## config.mk

```make
export PLATFORM = sky130hd
export DESIGN_NAME = rh_axi4_aw_burst_gen
export DESIGN_NICKNAME = d
export VERILOG_FILES = /design/src/rtl/rh_axi4_pkg.sv /design/src/rtl/rh_axi4_aw_fifo.sv /design/src/rtl/rh_axi4_aw_burst_gen.sv
export SDC_FILE = /design/constraint.sdc
export NUM_CORES = 1
export LEC_CHECK = 0
export ABC_AREA = 1
export CORE_ASPECT_RATIO = 0.9
export CORE_MARGIN = 2
export CORE_UTILIZATION = 45
export CTS_CLUSTER_DIAMETER = 120
export DETAILED_ROUTE_END_ITERATION = 10
export DONT_BUFFER_PORTS = 1
export MAX_ROUTING_LAYER = met4
export PLACE_DENSITY = 0.61
export SYNTH_ARGS = -nofsm -noshare
export SYNTH_HDL_FRONTEND = slang
export SYNTH_HIERARCHICAL = 1
export SYNTH_SLANG_ARGS = --single-unit
```

## constraint.sdc

```tcl
create_clock -name ACLK -period 7.46 [get_ports ACLK]
set_input_delay 0.746 -clock ACLK [delete_from_list [all_inputs] [get_ports ACLK]]
set_output_delay 0.746 -clock ACLK [all_outputs]
set_load 0.02 [all_outputs]
```

## src/rtl/rh_axi4_pkg.sv

```systemverilog
// Shared types and address arithmetic for the AXI4 write-address burst generator.
package rh_axi4_pkg;

  typedef enum logic [1:0] {
    BURST_FIXED = 2'b00,
    BURST_INCR  = 2'b01,
    BURST_WRAP  = 2'b10,
    BURST_RSVD  = 2'b11
  } burst_e;

  typedef enum logic {
    GEN_IDLE  = 1'b0,
    GEN_BURST = 1'b1
  } gen_state_e;

  localparam int ADDR_MAX_W     = 64;
  localparam int BOUNDARY_4K    = 4096;
  localparam int BOUNDARY_SHIFT = $clog2(BOUNDARY_4K);

  // Address of the beat following addr; callers zero-extend to 64 bits and truncate the result.
  function automatic logic [ADDR_MAX_W-1:0] next_beat_addr(
    input logic [ADDR_MAX_W-1:0] addr,
    input logic [2:0]            size,
    input burst_e                burst,
    input logic [ADDR_MAX_W-1:0] wrap_low,
    input logic [ADDR_MAX_W-1:0] span
  );
    logic [ADDR_MAX_W-1:0] bytes;
    logic [ADDR_MAX_W-1:0] nxt;
    bytes = 64'd1 << size;
    nxt   = (addr & ~(bytes - 64'd1)) + bytes;
    case (burst)
      BURST_FIXED: next_beat_addr = addr;
      BURST_WRAP:  next_beat_addr = (nxt == wrap_low + span) ? wrap_low : nxt;
      default:     next_beat_addr = nxt;
    endcase
  endfunction

endpackage

```

## src/rtl/rh_axi4_aw_fifo.sv

```systemverilog
// Synchronous FIFO holding accepted AW requests; payload type set by the parent.
module rh_axi4_aw_fifo #(
  parameter int  DEPTH = 4,
  parameter type T     = logic [7:0]
) (
  input  logic                     clk,
  input  logic                     rst,
  input  logic                     push,
  input  T                         wdata,
  input  logic                     pop,
  output T                         rdata,
  output logic                     full,
  output logic                     empty,
  output logic [$clog2(DEPTH):0]   count
);

  localparam int PW = $clog2(DEPTH);
  localparam logic [PW-1:0] PTR_ONE = PW'(1);
  localparam logic [PW:0]   CNT_ONE = (PW + 1)'(1);
  localparam logic [PW:0]   CNT_MAX = (PW + 1)'(DEPTH);

  T              mem [DEPTH];
  logic [PW-1:0] wptr;
  logic [PW-1:0] rptr;
  logic          do_push;
  logic          do_pop;

  assign do_push = push && !full;
  assign do_pop  = pop && !empty;
  assign full    = (count == CNT_MAX);
  assign empty   = (count == '0);
  assign rdata   = mem[rptr];

  always_ff @(posedge clk or posedge rst) begin
    if (rst) begin
      wptr  <= '0;
      rptr  <= '0;
      count <= '0;
    end else begin
      if (do_push) wptr <= wptr + PTR_ONE;
      if (do_pop)  rptr <= rptr + PTR_ONE;
      case ({do_push, do_pop})
        2'b10:   count <= count + CNT_ONE;
        2'b01:   count <= count - CNT_ONE;
        default: count <= count;
      endcase
    end
  end

  always_ff @(posedge clk) begin
    if (do_push) mem[wptr] <= wdata;
  end

endmodule

```

## src/rtl/rh_axi4_aw_burst_gen.sv

```systemverilog
// AXI4 AW-channel slave: buffers requests and expands each into per-beat addresses.
module rh_axi4_aw_burst_gen
  import rh_axi4_pkg::*;
#(
  parameter int IW    = 4,
  parameter int AW    = 32,
  parameter int DEPTH = 4
) (
  input  logic          ACLK,
  input  logic          ARESET,
  input  logic          AWVALID,
  output logic          AWREADY,
  input  logic [IW-1:0] AWID,
  input  logic [AW-1:0] AWADDR,
  input  logic [7:0]    AWLEN,
  input  logic [2:0]    AWSIZE,
  input  logic [1:0]    AWBURST,
  output logic          beat_valid,
  input  logic          beat_ready,
  output logic [AW-1:0] beat_addr,
  output logic [IW-1:0] beat_id,
  output logic [7:0]    beat_idx,
  output logic          beat_last,
  output logic          err,
  output logic          dbg_state
);

  localparam int CW = $clog2(DEPTH) + 1;

  typedef struct packed {
    logic [IW-1:0] id;
    logic [AW-1:0] addr;
    logic [7:0]    len;
    logic [2:0]    size;
    burst_e        burst;
  } aw_req_t;

  // Both channels transfer on a rising edge where valid && ready; valid never waits on ready.
  logic          aw_hs;
  logic [AW-1:0] size_mask, total_bytes, start_al, end_addr;
  logic          rsvd, wrap_bad, crosses;
  burst_e        eff_burst;

  assign aw_hs       = AWVALID && AWREADY;
  assign size_mask   = AW'((64'd1 << AWSIZE) - 64'd1);
  assign total_bytes = AW'((64'(AWLEN) + 64'd1) << AWSIZE);
  assign start_al    = AWADDR & ~size_mask;
  assign end_addr    = start_al + total_bytes - AW'(1);
  assign rsvd        = (AWBURST == BURST_RSVD);
  assign wrap_bad    = (AWBURST == BURST_WRAP) &&
                       (!(AWLEN inside {8'd1, 8'd3, 8'd7, 8'd15}) || ((AWADDR & size_mask) != '0));
  assign eff_burst   = (rsvd || wrap_bad) ? BURST_INCR : burst_e'(AWBURST);
  assign crosses     = (eff_burst == BURST_INCR) &&
                       ((start_al >> BOUNDARY_SHIFT) != (end_addr >> BOUNDARY_SHIFT));

  // Requests land in a staging register first; illegal bursts are already rewritten to INCR there.
  logic    stg_valid;
  aw_req_t stg_req;

  always_ff @(posedge ACLK or posedge ARESET) begin
    if (ARESET) begin
      stg_valid <= 1'b0;
      stg_req   <= '0;
      err       <= 1'b0;
    end else begin
      stg_valid <= aw_hs;
      err       <= aw_hs && (rsvd || wrap_bad || crosses);
      if (aw_hs) stg_req <= '{id: AWID, addr: AWADDR, len: AWLEN, size: AWSIZE, burst: eff_burst};
    end
  end

  aw_req_t       head;
  logic          fifo_full, fifo_empty, pop;
  logic [CW-1:0] fifo_count, occupancy;

  rh_axi4_aw_fifo #(.DEPTH(DEPTH), .T(aw_req_t)) u_fifo (
    .clk   (ACLK),
    .rst   (ARESET),
    .push  (stg_valid),
    .wdata (stg_req),
    .pop   (pop),
    .rdata (head),
    .full  (fifo_full),
    .empty (fifo_empty),
    .count (fifo_count)
  );

  // The staged entry counts as occupied so the FIFO can always absorb it.
  assign occupancy = fifo_count + CW'(stg_valid);
  assign AWREADY   = !ARESET && !fifo_full && (occupancy != CW'(DEPTH));

  gen_state_e    state;
  logic [7:0]    cur_len;
  logic [2:0]    cur_size;
  burst_e        cur_burst;
  logic [AW-1:0] wrap_low, span, span_c, next_addr;

  assign pop       = !fifo_empty && ((state == GEN_IDLE) || (beat_valid && beat_ready && beat_last));
  assign span_c    = AW'((64'(head.len) + 64'd1) << head.size);
  assign next_addr = AW'(next_beat_addr(64'(beat_addr), cur_size, cur_burst, 64'(wrap_low), 64'(span)));
  assign dbg_state = state;

  always_ff @(posedge ACLK or posedge ARESET) begin
    if (ARESET) begin
      state      <= GEN_IDLE;
      beat_valid <= 1'b0;
      beat_addr  <= '0;
      beat_id    <= '0;
      beat_idx   <= '0;
      beat_last  <= 1'b0;
      cur_len    <= '0;
      cur_size   <= '0;
      cur_burst  <= BURST_FIXED;
      wrap_low   <= '0;
      span       <= '0;
    end else if (pop) begin
      state      <= GEN_BURST;
      beat_valid <= 1'b1;
      beat_addr  <= head.addr;
      beat_id    <= head.id;
      beat_idx   <= '0;
      beat_last  <= (head.len == 8'd0);
      cur_len    <= head.len;
      cur_size   <= head.size;
      cur_burst  <= head.burst;
      span       <= span_c;
      wrap_low   <= head.addr & ~(span_c - AW'(1));
    end else if (state == GEN_BURST && beat_ready) begin
      if (beat_last) begin
        state      <= GEN_IDLE;
        beat_valid <= 1'b0;
        beat_last  <= 1'b0;
      end else begin
        beat_idx  <= beat_idx + 8'd1;
        beat_addr <= next_addr;
        beat_last <= (beat_idx + 8'd1 == cur_len);
      end
    end
  end

endmodule

```

==> results_dict.tcl <==
set metrics [dict create \
    comb_power_share_pct 46.3 \
    start_kind "flop" \
    worst_pin_slew_ns 1.00 \
    seqPwrFrac_pct 34.0 \
    drt-initial-drc-count 1624 \
    stdcell_area_um2 24800 \
    leakage_nw 11.6 \
    dpl_cell_area_um2 23400 \
    cts_buffer_depth 3 \
    critPathKind "flop to flop" \
    critPathSlowestCell "inv_4" \
    dp_slack_ns 2.68 \
    dpl.hpwl_um 48100 \
    tns_ns 0 \
    whs_ns 0.210 \
    worstReg2RegEnd "wrap_low[15]" \
    worst_slack_ns 2.67 \
    grt_max_degree 111 \
    setup_viol 0 \
    htree_levels 2 \
    wl_per_cell_um 17.5 \
    fin_cells 3645 \
    syn_avg_cell_area_um2 7.73 \
    yosys-top-cells-count "823 x nand2_1, 450 x inv_1, 260 x nand3_1" \
    post-cts-setup-buffers 0 \
    area_delta_synth_final_pct 8.23 \
    antennaDiodeCount 0 \
    die_w_um 242 \
    cp_cell_sequence "inv_4 > o211ai_1 > nand2_1 > ha_1 > nand3_1 > nor2_1 > xor2_1 > nand2_1 > nand2_1 > nand2_1 > o21ai_0 > o21ai_0 > nand2_1 > nor2_1 > nand2_1 > nor2_1 > inv_1 > nor4_1 > ha_1 > nand3_1 > o21ai_0" \
    yosysMostFrequentCell "nand2_1" \
    place_inst 3564 \
    fin_crit_sh_pct 64.2 \
    skew_ns 0.0221 \
    layout-drive-gt1-share_pct 6.00 \
    cp_top_family "simple AND/OR/NAND/NOR gates" \
    yosysSeqAreaShare_pct 43.7 \
    hold_viol 0 \
    cts_tree "done" \
    drv_slew 0 \
    wl_um 63900 \
    critPathArrivalTime_ns 5.21 \
    numCtsBuffers 43 \
    end_kind "flop" \
    path_buf_inv 2 \
    post-route-drc-count 0 \
    grt_antenna_before_repair 0 \
    async_flop_share_pct 45.7 \
    synth_edf_count 196 \
    final_util_pct 49.3 \
    path_common_cell "nand2_1" \
    io_pins 102 \
    final_net_count 3063 \
    dr_total_vias 19200 \
    yosys_warnings 6 \
    irDropWorstVdd_mv 0.188 \
    maxSlewHeadroom_pct 33.2 \
    syn_inst 2966 \
    synth_area_um2 22900 \
    status "completed" \
    grt_first_pass_wirelength_um 101000 \
    pwr-share-clk_pct 19.7 \
    path_clk_slew_ns 0.06 \
    die_h_um 218 \
    regToRegSetupSlack_ns 2.67 \
    ant_nets 0 \
    ys_ff_latch 361 \
    p_per_area_nw_per_um2 415 \
    switchingPower_mw 4.83 \
    root_buffer "clkbuf_16" \
    yosys.area.top_type "edfxtp_1" \
    vias_per_cell 5.26 \
    crit_path_max_fanout 110 \
    r2r_cells 21 \
    start_util_pct 45.5 \
    p_total_mw 10.3 \
    p_sw_share_pct 46.9 \
    required_ns 7.88 \
    insertion_delay_ns 0.58 \
    rsz0062_at_grt "false" \
    synth.distinct_cells 62 \
    synth_ff_type "edfxtp_1" \
    first_global_vias 18500 \
    grt_usage_pct 25.0 \
    core_um2 50400 \
    min_path_type "primary input to asynchronous set/reset pin" \
    grt_overflow 0 \
    dr.pass1.iters 5 \
    post-route-min-period_ns 4.79 \
    setup.worst_path.start "u_fifo/rptr[0]" \
    syn_nets 3099 \
    dieArea_um2 52800 \
    num_rows 78 \
    globalplace.congestion 0.959 \
    synth.top_cell.area_share_pct 25.7 \
    yosys-top-cells-area "edfxtp_1 26%, dfrtp_1 18%, nand2_1 13%, inv_1 7.4%, nand3_1 5.7%" \
    max_freq_ghz 0.209 \
    max_stage_delay_ns 0.70 \
    intPower_mw 5.47 \
    max_cap_viol_count 0 \
    cts_num_sinks 361 \
    io_buffer_count 0 \
    worst_r2r_startpoint "u_fifo/rptr[0]" \
]
-- flip-flops by register name, indices dropped and copies added (netlist names), 3 cells and up --
register and count:
u_fifo/mem 196, stg_req 49, beat_addr 32, wrap_low 32, span 16, beat_idx 8, cur_len 8, beat_id 4
cur_size 3, u_fifo/count 3
-- power by group through the flow --
stage	combinational, mW	sequential, mW	clock, mW
global route	5.43	3.58	2.16
CTS	4.77	3.51	2.08
global placement	4.69	3.51	0
floorplan	3.69	3.29	0
finish	4.77	3.51	2.03
detailed placement	4.75	3.54	0
-- worst register-to-register path: stages (launching register included) --
cell and delay [ns]:
dfrtp_1 0.41, inv_4 0.70, o211ai_1 0.22, nand2_1 0.28
ha_1 0.24, nand3_1 0.12, nor2_1 0.24, xor2_1 0.13
nand2_1 0.10, nand2_1 0.06, nand2_1 0.05, o21ai_0 0.10
o21ai_0 0.54, nand2_1 0.21, nor2_1 0.21, nand2_1 0.13
nor2_1 0.11, inv_1 0.08, nor4_1 0.23, ha_1 0.29
nand3_1 0.08, o21ai_0 0.11
-- cells by family after synthesis --
kind of cell             count (synthesis)  synth area share (%)
flip-flops                             361                  43.7
AND/OR/NAND/NOR                       1423                  27.0
XOR/XNOR                                70                  2.79
AO/OA/AOI/OAI                          458                  11.9
buffers and inverters                  567                  9.94
multiplexers                             7                 0.306
adder cells (fa/ha/maj)                 80                  4.43
-- timing repair --
item,4_1_cts,5_1_grt
gates resized for setup,0,0
setup endpoints to repair,0,0
endpoints found under the hold margin,7,0
hold buffers,1,0
-- final cells by class --
cell class	instances	area (um^2)
timing repair buffer	14	108
fill	4961	25500
clock buffer	60	1170
sequential	361	10000
clock inverter	20	201
inverter	472	1780
tap	680	851
multi-input combinational	2038	10700
-- per-layer routing --
metal	share of wire (%)	vias to the layer above	global-route usage [%]
li1	-	9697	-
met1	48	8918	34.3
met2	44	454	39.0
met3	5.4	92	3.62
met4	2.3	0	6.60
met5	0	-	-
-- worst max-delay path by stage --
stage                    to  cells past startpoint
2_1_floorplan  beat_addr[0]                      1
3_3_place_gp            err                     24
3_5_place_dp            err                     24
4_1_cts        wrap_low[15]                     21
5_1_grt        wrap_low[15]                     21
6_report       wrap_low[15]                     21
-- placed cells by master (no fill, tap or decap), drive strengths merged, types with 22 or more instances in the layout --
cell type	instances
o211ai	101
inv	470
nand3	268
clkbuf	60
dfrtp	165
nand4	39
nor2	208
nor3	31
a21oi	97
xor2	46
edfxtp	196
ha	78
xnor2	22
o21ai	192
nand2	843
o22ai	28
(Power assumes the default switching activity.)
